### src/rtl/pc_gen.sv
// Program-counter generator: prioritised redirects with a pending slot, valid/ready
// toward fetch. Optional direct-mapped BTB built when PC_BTB_EN is defined.
module pc_gen #(
  parameter int unsigned              ADDR_WIDTH    = 32,
  parameter logic [ADDR_WIDTH-1:0]    RESET_VECTOR  = '0,
  parameter int unsigned              STEP          = 4,
  parameter int unsigned              JP_CH         = 2,
  parameter int unsigned              BTB_ENTRIES   = 16,
  parameter int unsigned              StallLevelLen = 3,
  parameter logic [StallLevelLen-1:0] Stall_Null    = '0
) (
  input  logic                        clk,
  input  logic                        rst,
  input  logic                        rdy,
  input  logic [StallLevelLen-1:0]    stall_command,
  input  logic [JP_CH-1:0]            jp_valid,
  input  logic [JP_CH*ADDR_WIDTH-1:0] jp_target,
  input  logic                        pc_ready,
  input  logic                        btb_upd_valid,
  input  logic [ADDR_WIDTH-1:0]       btb_upd_pc,
  input  logic [ADDR_WIDTH-1:0]       btb_upd_target,
  input  logic                        btb_upd_taken,
  output logic [ADDR_WIDTH-1:0]       pc,
  output logic                        pc_valid,
  output logic                        pc_pred_taken,
  output logic                        pc_flush
);

  localparam logic [ADDR_WIDTH-1:0] STEP_W    = ADDR_WIDTH'(STEP);
  localparam logic [ADDR_WIDTH-1:0] STEP_MASK = ADDR_WIDTH'(STEP - 1);

  logic                  win_v;
  logic [ADDR_WIDTH-1:0] win_t;
  logic                  pend_v;
  logic [ADDR_WIDTH-1:0] pend_t;
  logic [ADDR_WIDTH-1:0] next_pc;

  // Lowest-index valid channel wins; target forced onto a STEP boundary.
  always_comb begin
    win_v = 1'b0;
    win_t = '0;
    for (int unsigned i = 0; i < JP_CH; i++) begin
      if (jp_valid[i] && !win_v) begin
        win_v = 1'b1;
        win_t = jp_target[i*ADDR_WIDTH +: ADDR_WIDTH] & ~STEP_MASK;
      end
    end
  end

  always_ff @(posedge clk) begin
    if (rst) begin
      pc       <= RESET_VECTOR;
      pc_valid <= 1'b0;
      pc_flush <= 1'b0;
      pend_v   <= 1'b0;
      pend_t   <= '0;
    end else begin
      pc_valid <= 1'b1;
      pc_flush <= 1'b0;
      if (rdy) begin
        if (win_v) begin
          pc       <= win_t;
          pend_v   <= 1'b0;
          pc_flush <= 1'b1;
        end else if (pend_v) begin
          pc       <= pend_t;
          pend_v   <= 1'b0;
          pc_flush <= 1'b1;
        end else if (pc_valid && pc_ready && stall_command == Stall_Null) begin
          pc <= next_pc;
        end
      end else if (win_v) begin
        pend_v <= 1'b1;
        pend_t <= win_t;
      end
    end
  end

`ifdef PC_BTB_EN
  localparam int unsigned OFS  = $clog2(STEP);
  localparam int unsigned IDXW = $clog2(BTB_ENTRIES);
  localparam int unsigned TAGW = ADDR_WIDTH - OFS - IDXW;

  logic [BTB_ENTRIES-1:0] btb_v;
  logic [TAGW-1:0]        btb_tag [BTB_ENTRIES];
  logic [ADDR_WIDTH-1:0]  btb_tgt [BTB_ENTRIES];
  logic [IDXW-1:0]        rd_idx, wr_idx;
  logic [TAGW-1:0]        rd_tag, wr_tag;
  logic                   hit;

  assign rd_idx = pc[OFS +: IDXW];
  assign rd_tag = pc[ADDR_WIDTH-1 -: TAGW];
  assign wr_idx = btb_upd_pc[OFS +: IDXW];
  assign wr_tag = btb_upd_pc[ADDR_WIDTH-1 -: TAGW];

  assign hit           = btb_v[rd_idx] && (btb_tag[rd_idx] == rd_tag);
  assign pc_pred_taken = hit;
  assign next_pc       = hit ? btb_tgt[rd_idx] : pc + STEP_W;

  always_ff @(posedge clk) begin
    if (rst) begin
      btb_v <= '0;
    end else if (btb_upd_valid && rdy) begin
      if (btb_upd_taken)
        btb_v[wr_idx] <= 1'b1;
      else if (btb_tag[wr_idx] == wr_tag)
        btb_v[wr_idx] <= 1'b0;
    end
  end

  // Tag/target need no reset: an entry is only consulted through its valid bit.
  always_ff @(posedge clk) begin
    if (btb_upd_valid && rdy && btb_upd_taken) begin
      btb_tag[wr_idx] <= wr_tag;
      btb_tgt[wr_idx] <= btb_upd_target;
    end
  end
`else
  logic        unused_btb;
  logic [31:0] unused_btb_depth;

  assign unused_btb       = ^{btb_upd_valid, btb_upd_pc, btb_upd_target, btb_upd_taken};
  assign unused_btb_depth = BTB_ENTRIES;
  assign pc_pred_taken    = 1'b0;
  assign next_pc          = pc + STEP_W;
`endif

endmodule

### config.mk
export PLATFORM = sky130hd
export DESIGN_NAME = pc_gen
export DESIGN_NICKNAME = d
export VERILOG_FILES = /design/src/rtl/pc_gen.sv
export SDC_FILE = /design/constraint.sdc
export NUM_CORES = 1
export LEC_CHECK = 0
export CORE_AREA = 2 2 105 107
export DETAILED_ROUTE_END_ITERATION = 10
export DIE_AREA = 0 0 107 109
export PLACE_DENSITY = 0.74
export SLEW_MARGIN = 20
export SYNTH_ARGS = -nofsm -noshare
export SYNTH_HDL_FRONTEND = slang
export SYNTH_SLANG_ARGS = --single-unit
export TNS_END_PERCENT = 1
### constraint.sdc
create_clock -name clk -period 1.88 [get_ports clk]
set_clock_uncertainty 0.2 [all_clocks]
set_input_delay 0.376 -clock clk [delete_from_list [all_inputs] [get_ports clk]]
set_output_delay 0.376 -clock clk [all_outputs]
set_load 0.02 [all_outputs]
==> key figures, run 1 <==
Critical path
  – Largest delay share family, worst path: simple AND/OR/NAND/NOR gates
  – FF-to-FF End: pc[28]$_SDFFE_PP0P_
  – R2R depth: 6
  – FF-to-FF Start: pc[10]$_SDFFE_PP0P_
  – Reg2Reg Setup Slack: between 0.006 and 0.007 ns
  – CP bufs+invs: 1
  – CP required: about 2.0 ns
  – Crit path capture type: flop
  – Crit-path slowest cell: dfxtp_4
  – Critical Path Fanout Max: 8
  – Critical-path cell list: nand4_4 > nor4_4 > buf_12 > nand4_1 > mux2_2 > a31oi_1
  – Crit path kind: reg2reg
  – Critical path depth in cells: 6
  – CP Launch Type: flop
  – Crit path DAT: approximately 1.9 ns
  – Crit-path max cell delay: between 0.3 and 0.4 ns

Clocking
  – H-tree depth: 3
  – CTS max path bufs: 2
  – Inserted Clock Buffers: 9
  – Clk sinks: 63
  – CTS tree: done
  – Worst skew pair latency: roughly 0.35 ns
  – Clk slew on worst S/H paths: roughly 0.08 ns
  – Hold buffers post-CTS: 0
  – Clock root buffer: clkbuf_8

Floorplanning
  – Num rows: 38
  – Initial Utilization: between 30% and 40%
  – I/O pin cnt: approximately 170
  – Die width: approximately 110 µm
  – Die area: 11,700 µm²
  – Die Ht: 109 µm
  – Core Region: 10,600 µm²

Final layout
  – Post-Layout Inst Area: between 6000 and 7000 µm²
  – Antenna cell count: 0
  – Layout cells sized above 1: between 20% and 30%
  – Fill count: around 1,000
  – Final Net Count: around 860
  – Area growth from synthesis to layout: 49.6%

Place
  – Area after DPL: 5660 µm²
  – Routability congestion estimate: around 0.91
  – HPWL Detailed: ~11,000 µm
  – IO Port Bufs: 100

GRT
  – First-pass GRT wire length: approximately 23,000 µm
  – Largest net degree at the start of global routing: 33
  – Number of global-route vias before repair: 4,579
  – Global Route Usage Sum: between 20% and 30%
  – GRT overflow: 0
  – Initial antenna violation count: 0

Routing
  – Post-route DRC: 0
  – Via density: roughly 5.7
  – Initial DRC count: ~350
  – Vias: 4,939
  – Post-route ant nets: 0
  – Total Routed Length: 14,800 µm
  – Avg WL per Cell: 17.0 µm
  – Number of iterations in the first detailed-routing pass: 7

Worst hold path
  – Hold Path Sink: pc_valid$_DFF_P_
  – Hold Path Stages: 2
  – Worst hold start: rst
  – Min-Delay Path Class: in2reg

Power
  – Worst VDD drop: ~0.36 mV
  – Power per cell area: roughly 640 nW/µm²
  – Leak: around 2.5 nW
  – Proportion of power drawn by the clock network: about 36%
  – P_sw: 0.00115 W
  – Sw Share: approximately 30%
  – Internal: roughly 0.0027 W
  – Seq pwr share: 39.1%
  – Comb power frac: about a quarter
  – Pwr Total: roughly 0.0039 W

Timing
  – Hold Fails Final Rpt: 0
  – F_max: roughly 0.53 GHz
  – Fin crit period: ~1.9 ns
  – Fin. max-slew vios: 0
  – Setup TNS: 0 ns
  – Number of setup violations in the final report: 0
  – Final period utilization: around 100%
  – RSZ-0062 raised after global routing: yes

Run
  – Max-cap violations: 0

Yosys
  – Compound-gate portion of the synthesized area: around a quarter
  – Synthesized area: slightly above 4000 µm²
  – Dominant cells by area after synthesis: dfxtp_1, a21oi_1, nand2b_1, o21ai_0, nand2_1
  – Post-synth EDFFs: 0
  – Register area share after synthesis: a little under a third
  – Post-synth top area cell: dfxtp_1
  – Yosys warning total: 0
  – Most used DFF post-synth: dfxtp_1
  – Avg Cell Area, Syn: a little over 7 µm²
  – Synth Register Bits: 63
  – Post-synthesis adder-cell area fraction: less than 1%
  – Mux contribution to synthesized area: under 10%
  – Cell count after synthesis: 567
  – Top cell type's share of synthesized area: 31.3%
  – Yosys cell types: 60
  – Combinational family with the most area after synthesis: simple AND/OR/NAND/NOR gates
  – Synth Area in XOR/XNOR: 0%
  – FFs w/ async S/R, synth: 0%
  – Post-Synth Simple-Gate Area: about a third

Status
  – Status: complete, no violations
[Yosys cell counts (4+ instances only)]
cell type   n
a21oi_1    84
dfxtp_1    63
nand2_1    55
nand2b_1   48
nor2_1     48
o21ai_0    46
nor3_1     38
clkbuf_1   28
nand3_1    19
nand4_1    11
a31oi_1     9
buf_2       9
inv_1       9
buf_1       5
nand3b_1    5
nor2b_1     5
nor4_1      5
a211oi_1    4
and3_1      4
mux2_2      4
[state kept, by name, summed over array words and instances (netlist names)]
name,cells
pc,30
pc_valid,1
pend_t,30
pend_v,1
pc_flush,1
[cells in the final DEF (no fill, tap or decap), types with 5 or more instances in the layout]
master and n:
a21oi_1 83, a31oi_1 9, buf_4 81, clkbuf_8 11
clkdlybuf4s50_1 62, dfxtp_1 49, dfxtp_2 12, dlygate4sd2_1 31
inv_1 9, nand2_1 54, nand2b_1 48, nand3_1 15
nand3b_1 5, nand4_1 11, nor2_1 46, nor3_1 37
o21ai_0 42
[cell type report]
type	count	area (µm²)	share of cell area [%]
sequential	63	1280	21.3
timing repair buffer	189	1690	28.1
multi-input combinational	450	2620	43.4
clock buffer	13	159	2.64
tap	140	175	2.91
inverter	9	33.8	0.561
clock inverter	3	65.1	1.08
[power groups by stage]
| stage | clock (W) | sequential (W) | combinational [W] |
|---|---|---|---|
| global placement | 0 | 0.00154 | 0.000964 |
| floorplan | 0 | 0.00160 | 0.000417 |
| detailed placement | 0 | 0.00154 | 0.000987 |
| global route | 0.00145 | 0.00153 | 0.00106 |
| finish | 0.00138 | 0.00152 | 0.000982 |
| CTS | 0.00138 | 0.00151 | 0.000961 |
[worst max path at each step]
stage / start / endpoint
CTS: stall_command[0] / pc[27]$_SDFFE_PP0P_
finish: pc[10]$_SDFFE_PP0P_ / pc[28]$_SDFFE_PP0P_
global placement: rdy / pc[28]$_SDFFE_PP0P_
floorplan: pc[20]$_SDFFE_PP0P_ / pc[24]$_SDFFE_PP0P_
global route: pc[12]$_SDFFE_PP0P_ / pc[28]$_SDFFE_PP0P_
detailed placement: stall_command[0] / pc[26]$_SDFFE_PP0P_
[per-stage QoR]
stage                     worst slack [ns]  hold slack (ns)  std cells  utilization, %
after floorplan                    -0.0668            0.254        569               -
after global placement              -0.424            0.273        843            53.4
after detailed placement            -0.582            0.270        843            53.4
after CTS                          -0.0851            0.125        859            55.3
after global routing               -0.0837            0.140        867            56.8
final                              0.00655            0.134        867            56.8
[what timing repair did]
item,4_1_cts,5_1_grt
resized for setup,38,40
endpoints found under the hold margin,0,0
pin swaps,4,13
setup buffers,0,8
endpoints found under the setup margin,59,26
[per-layer routing]
layer  vias to the layer above  global-route usage, %  share of wire, %
met1                      2320                   33.9                44
met2                       250                   41.0                46
li1                       2342                      -                 -
met4                         0                   7.79               1.9
met3                        27                   4.48               8.1
met5                         -                      0                 0
[cell families (layout without fill, tap and decap cells)]
family                   Yosys count  after routing
AND/OR/NAND/NOR                  261            261
AO/OA/AOI/OAI                    180            180
flip-flops                        63             63
buffers and inverters             56            214
multiplexers                       5              5
adder cells (fa/ha/maj)            1              1
other                              1              3
Note: power is estimated with default switching activity, not from simulation.
==> run 2, diff against run 1 <==
Settings changed: CTS_CLUSTER_DIAMETER set to 150.
==> results of run 2 <==
Same layout as run 1: the final DEF is identical, and so are final timing and power.
